### src/rtl/sram_read_streamer.sv
// sram_read_streamer: streams len consecutive SRAM words from base through a 2-entry FWFT FIFO as valid/ready/last
module sram_read_streamer #(
  parameter int WIDTH = 32,
  parameter int DEPTH = 32,
  localparam int ADDR_W = $clog2(DEPTH)
) (
  input  logic              clk,
  input  logic              rst,
  input  logic              start,
  input  logic [ADDR_W-1:0] base,
  input  logic [31:0]       len,
  output logic              busy,
  output logic              done,
  output logic [ADDR_W-1:0] sram_addr,
  output logic              sram_ren,
  output logic              sram_wen,
  input  logic [WIDTH-1:0]  sram_q,
  output logic              out_valid,
  input  logic              out_ready,
  output logic [WIDTH-1:0]  out_data,
  output logic              out_last
);
  typedef enum logic [1:0] {IDLE, READ, DRAIN, FIN} state_t;
  state_t state_q, state_d;
  logic [ADDR_W-1:0] next_addr_q, next_addr_d;
  logic [31:0] issued_q, issued_d, len_q, len_d, remaining_q, remaining_d;
  logic inflight_q;
  logic [1:0] count_q, count_d;
  logic rd_ptr_q, rd_ptr_d, wr_ptr_q, wr_ptr_d;
  logic [WIDTH-1:0] mem_q [2];
  logic [WIDTH-1:0] mem_d [2];
  logic accept, pop;
  always_comb begin
    busy = state_q == READ || state_q == DRAIN;
    done = state_q == FIN;
    out_valid = count_q != 2'd0;
    out_data = mem_q[rd_ptr_q];
    out_last = out_valid && remaining_q == 32'd1;
    pop = out_valid && out_ready;
    accept = start && !busy;
    sram_wen = 1'b0;
    sram_addr = next_addr_q;
    sram_ren = state_q == READ && issued_q < len_q &&
               {1'b0, count_q} + {2'b0, inflight_q} <= 3'd1 + {2'b0, pop};
    state_d = state_q;
    if (!busy)
      state_d = accept ? (len == 32'd0 ? FIN : READ) : IDLE;
    else if (state_q == READ && sram_ren && issued_q + 32'd1 == len_q)
      state_d = DRAIN;
    else if (state_q == DRAIN && pop && out_last)
      state_d = FIN;
    next_addr_d = accept ? base :
                  sram_ren ? (next_addr_q == ADDR_W'(DEPTH - 1) ? '0 : next_addr_q + ADDR_W'(1)) :
                  next_addr_q;
    issued_d = accept ? 32'd0 : issued_q + 32'(sram_ren);
    len_d = accept ? len : len_q;
    remaining_d = accept ? len : remaining_q - 32'(pop);
    count_d = count_q + 2'(inflight_q) - 2'(pop);
    wr_ptr_d = wr_ptr_q ^ inflight_q;
    rd_ptr_d = rd_ptr_q ^ pop;
    mem_d = mem_q;
    mem_d[wr_ptr_q] = inflight_q ? sram_q : mem_q[wr_ptr_q];
  end
  always_ff @(posedge clk) begin
    if (rst) begin
      state_q <= IDLE;
      next_addr_q <= '0;
      issued_q <= '0;
      len_q <= '0;
      remaining_q <= '0;
      inflight_q <= 1'b0;
      count_q <= '0;
      rd_ptr_q <= 1'b0;
      wr_ptr_q <= 1'b0;
    end else begin
      state_q <= state_d;
      next_addr_q <= next_addr_d;
      issued_q <= issued_d;
      len_q <= len_d;
      remaining_q <= remaining_d;
      inflight_q <= sram_ren;
      count_q <= count_d;
      rd_ptr_q <= rd_ptr_d;
      wr_ptr_q <= wr_ptr_d;
    end
    mem_q <= mem_d;
  end
endmodule

### config.mk
export PLATFORM = sky130hd
export DESIGN_NAME = sram_read_streamer
export DESIGN_NICKNAME = d
export VERILOG_FILES = /design/src/rtl/sram_read_streamer.sv
export SDC_FILE = /design/constraint.sdc
export NUM_CORES = 1
export LEC_CHECK = 0
export ABC_AREA = 1
export BUFFER_PORTS_ARGS = -buffer_cell sky130_fd_sc_hd__buf_2
export CAP_MARGIN = 20
export CORE_MARGIN = 2
export CORE_UTILIZATION = 54
export DETAILED_ROUTE_END_ITERATION = 10
export PLACE_DENSITY = 0.81
export SLEW_MARGIN = 5
export SYNTH_ARGS = -nofsm -noshare
export SYNTH_HDL_FRONTEND = slang
export SYNTH_SLANG_ARGS = --single-unit
### constraint.sdc
create_clock -name clk -period 3.2 [get_ports clk]
set_input_delay 0.32 -clock clk [delete_from_list [all_inputs] [get_ports clk]]
set_output_delay 0.32 -clock clk [all_outputs]
set_load 0.02 [all_outputs]
Word level (Yosys, flattened, before mapping)
Cells that the tools add are included.
W data, S select, Z words.
- $add $sub $neg: 8
- order comparisons: 5
- equality and inequality tests: 7
- mux-type cells: 19
- bitwise operators: 4
- reductions and logical operators: 16
- operator list (operator ; number):
    $mux W32 ; 9
    $bwmux W64 ; 1
    $add A32 B1 Y32 ; 1
    $add A32 B1 Y32 const B ; 1
    $demux W32 S1 ; 1
    $eq A32 B1 Y1 const B ; 1
    $eq A32 B32 Y1 ; 1
    $logic_not A32 Y1 ; 1
    $lt A32 B32 Y1 ; 1
    $sub A32 B1 Y32 ; 1
    $mux W5 ; 3
    $logic_and A1 B1 Y1 ; 10
    $mux W2 ; 5
    $add A5 B1 Y5 const B ; 1
    $eq A5 B5 Y1 const B ; 1
    $eq A2 B2 Y1 const B ; 2
    $ge A2 B2 Y1 const B ; 2
    $not A1 Y2 ; 2
    $reduce_bool A2 Y1 ; 2
    $add A2 B1 Y3 ; 1
    $le A3 B2 Y1 ; 1
    $ne A3 B1 Y1 const B ; 1
    $add A1 B1 Y2 const A ; 1
    $add A2 B1 Y2 ; 1
    other kinds (7) ; 8
- register bits after elaboration: 172
- input port bits: 73
- output and inout port bits: 43

Longest topological paths before layout
- depth in word-level cells: 9
- gate-level depth with buffers: 24
- gate-level depth less buffers: 24

Worst setup path before layout
No wires, ideal clock.
- path type: register to register
- start point: register count_q[1]
- end point: register issued_q[31]
- setup time: 0.115 ns
- data arrival time: 3.332 ns
- data required time: 3.085 ns
- setup slack: -0.247 ns
- cell stages (with the launch flop): 21
- cell sequence: dfxtp_1 nor2_1 inv_1 nand2_1 inv_1 fa_1 nor2_1 a22oi_1 nor2_1 ha_1 nand3_1 nor2_1 inv_1 nor2_1 nand2_1 nor2_1 nand2_1 nor2_1 nand3_1 nand2_1 nor2_1
- word-level cells in the longest chain between the ends: 6
- elaborated cells on any way between the ends: 7
- classes of those cells: 3 x add/sub; 1 x order compare; 3 x reduce/logical
- ends and longest elaborated chain (element ; line ; RTL):
    start, declared ; 28 ; logic [1:0] count_q, count_d;
    start signal, assigned ; 82 ; count_q <= count_d;
    $reduce_bool A2 Y1 ; 36 ; out_valid = count_q != 2'd0;
    named net out_valid ; 18 ; output logic out_valid,
    $logic_and A1 B1 Y1 ; 39 ; pop = out_valid && out_ready;
    $add A1 B1 Y2 ; 44 ; {1'b0, count_q} + {2'b0, inflight_q} <= 3'd1 + {2'b0, pop};
    $le A3 B2 Y1 (not written as such) ; 44 ;
    $logic_and A1 B1 Y1 ; 43 ; sram_ren = state_q == READ && issued_q < len_q &&
    named net sram_ren ; 15 ; output logic sram_ren,
    $add A32 B1 Y32 ; 55 ; issued_d = accept ? 32'd0 : issued_q + 32'(sram_ren);
    end signal, assigned ; 78 ; issued_q <= issued_d;
    end, declared ; 26 ; logic [31:0] issued_q, issued_d, len_q, len_d, remaining_q, remaining_d;
The timed path passes the listed nets, and every way through them passes these cells.
A chain may end at the register's enable or synchronous reset.

Worst setup path in the final report
- start point: register len_q[25]
- end point: register issued_q[25]
- word-level cells in the longest chain between the ends: 4
- ends and longest elaborated chain (element ; line ; RTL):
    start, declared ; 26 ;
    start signal, assigned ; 79 ; len_q <= len_d;
    $lt A32 B32 Y1 ; 43 ;
    $logic_and A1 B1 Y1 (2 in series) ; 43 ;
    $add A32 B1 Y32 ; 55 ;
Every way passes these cells.

==> metrics.yaml <==
status: "finished, final reports clean"
cts.sinks: 172
area_growth_pct: 17.7
arrival_ns: 3.43
maxCapViolations: 0
drt_iter0_markers: 773
gp_congestion: 0.983
dp_hpwl_um: 20900
worstSetupStartpointType: "flop"
num_io_pins: 116
io_buffers: 114
holdWs_ns: 0.140
synth.avg_cell_area_um2: 7.28
worst_pin_slew_ns: 1.01
firstDrtPassIters: 5
detail-route-antenna-nets: 0
routed_wl_um: 28100
ir_worst_vdd_v: 0.000537
n_antenna_cell: 0
die_h_um: 141
fin_setup_tns_ns: 0
nNetsFinal: 1649
overflow: 0
drc_errors: 0
ys_seq_elements: 172
synth-xor-area-share: 0.0383
synth_compound_area_frac: 0.119
grtUsageTotal: 0.288
syn_nets: 1504
finClkSkew_ns: 0.0142
synth_mux_area_frac: 0
wire_per_inst_um: 15.9
synth_adder_area_share: 0.0604
ys_seq_area_frac: 0.405
cts_root_buf: "clkbuf_16"
synthArstFlopShare: 0
setup_viol: 0
end_kind: "flop"
fp.coreArea_um2: 18100
maxSlewViolCount: 0
p_total_uw: 9420
fmax_mhz: 326
vias_per_cell: 5.51
post_dp_cell_area_um2: 11200
htreeDepth: 4
synth_top_family_by_area: "simple AND/OR/NAND/NOR gates"
slew_headroom: 0.324
synth_flop_cell: "dfxtp_1"
antenna_found_initial: 0
grt_pass1_vias: 9145
cts_tree: "yes"
fin_area_um2: 11900
period_share: 0.957
netlist_instances: 1383
die_x_um: 141
ys_warn_count: 0
synthSimpleGateAreaFrac: 0.309
power_density_nw_per_um2: 794
yosysUniqueCellTypes: 43
synth_edf_count: 64
die_area_um2: 19800
initial_utilization: 0.555
clock_path_buffers: 2
rows: 49
vias: 9746
min_period_ns: 3.06
cts_made_buffers: 17
synth.cell_area_um2: 10100
worstSetupPathType: "flop to flop"
crit_required_ns: 3.56
hold_viol_final: 0
path_clk_slew_ns: 0.08
hold_path.class: "input port to flop"
grt_first_pass_wirelength_um: 45300
drive_above_1_share: 0.177
critPathMaxFanout: 3
clk_latency_ns: 0.45
p_leak_uw: 0.00526
grt_max_degree: 65
## stage by stage
| step | setup WS (ns) | utilization | cells |
|---|---|---|---|
| after detailed placement | -0.00622 | 0.616 | 1736 |
| after global routing | -0.0315 | 0.653 | 1770 |
| after global placement | 0.149 | 0.616 | 1736 |
| after floorplan | 0.00713 | - | 1383 |
| final | 0.136 | 0.653 | 1770 |
| after CTS | -0.0114 | 0.649 | 1768 |
## layer usage
metal | up-vias | part of all wire | track usage
met2 | 400 | 0.44 | 0.448
met1 | 4427 | 0.44 | 0.399
met4 | 0 | 0.038 | 0.120
li1 | 4843 | - | -
met3 | 76 | 0.079 | 0.0503
met5 | - | 0 | 0
## worst max-delay path, stage by stage, from the launching register on
cell      delay (ns)
dfxtp_1         0.35
inv_1           0.07
ha_1            0.29
nand2_1         0.06
inv_1           0.03
o21ai_0         0.13
nand2_1         0.08
nand2_1         0.06
o211ai_1        0.12
a21oi_2         0.18
nand3_1         0.16
nor2_4          0.15
ha_4            0.16
nand3_2         0.12
nor2_4          0.12
inv_1           0.08
nor2_2          0.12
buf_4           0.13
nand4_1         0.14
nor2_1          0.18
o21ai_0         0.09
a21oi_1         0.15
## report_power, final
part / switching [µW] / total (µW) / leakage (µW) / internal [µW]
clock: 1030 / 2080 / 0.000289 / 1050
sequential: 344 / 3430 / 0.00151 / 3090
combinational: 2590 / 3900 / 0.00346 / 1320
## Yosys cell counts (2+ instances only)
cell        n  area [µm²]
a21oi_1   125         626
a22oi_1     2        15.0
and3_1      2        12.5
buf_1       4        15.0
buf_4       2        15.0
clkbuf_1   37         139
clkinv_1    4        15.0
dfxtp_1   108        2160
edfxtp_1   64        1920
ha_1       47         588
inv_1     128         480
inv_2       4        15.0
nand2_1   389        1460
nand2_2     9        56.3
nand2_4     2        22.5
nand3_1    60         300
nand3_4     2        35.0
nand3b_1    2        15.0
nand4_1    27         169
nor2_1    160         601
nor2_2     16         100
nor2_4     11         124
nor3_1     13        65.1
nor3b_1     2        15.0
nor4_1     13        81.3
o211ai_1    2        15.0
o21a_1      3        22.5
o21ai_0    54         270
o21ai_1     3        15.0
o21bai_1    9        67.6
o22ai_1    22         138
or2_2       3        18.8
or3_1       2        12.5
xnor2_1    18         158
xor2_1     26         228
## cell families after synthesis
kind of cell / Yosys count
and+or+nand+nor: 715
AOI/OAI and AO/OA: 223
buffers and inverters: 180
DFF: 172
adders and majority gates: 48
xor gates and xnor gates: 44
other: 1
## flip-flops by register name, summed over array words and instances, names as in the netlist
register / count
count_q: 2
mem_q: 64
state_q: 2
issued_q: 32
wr_ptr_q: 1
inflight_q: 1
sram_addr: 5
remaining_q: 32
rd_ptr_q: 1
len_q: 32
## layout make-up
cell class,count,area (µm²)
fillers,1590,6290
flip-flops and latches,172,4090
clock buffers,17,425
repair buffers,169,996
multi-input cells,1031,5380
clock inverters,15,161
inverters,137,519
well taps,229,287
## final timing paths
check / from / end / slack, ns / cells after the start
worst max register to register: len_q[25] / issued_q[25] / 0.14 / 21
worst min-delay path: len[1] / len_q[1] / 0.14 / 3
worst max-delay path: len_q[25] / issued_q[25] / 0.14 / 21
worst min register to register: len_q[0] / len_q[0] / 0.48 / 2
## repair_timing
| item | CTS | global route |
|---|---|---|
| endpoints found under the setup margin | 4 | 19 |
| hold buffers | 0 | 0 |
| gates resized for setup | 4 | 18 |
| cloned | 0 | 0 |
| pin swaps | 0 | 2 |
| setup buffers | 0 | 2 |
## cells in the final DEF (no fill, tap or decap), types with 11 or more instances in the layout
cell         n
xor2_1      26
edfxtp_1    64
nor2_2      24
ha_1        46
nor3_1      11
o22ai_1     22
a21oi_1    124
nand2_1    389
o21ai_0     52
inv_1      126
buf_2      114
nor4_1      13
nor2_4      13
xnor2_1     18
dfxtp_1    107
nand4_1     27
clkbuf_16   17
nor2_1     150
buf_4       54
nand3_1     58
Note: power is estimated with default switching activity, not from simulation.
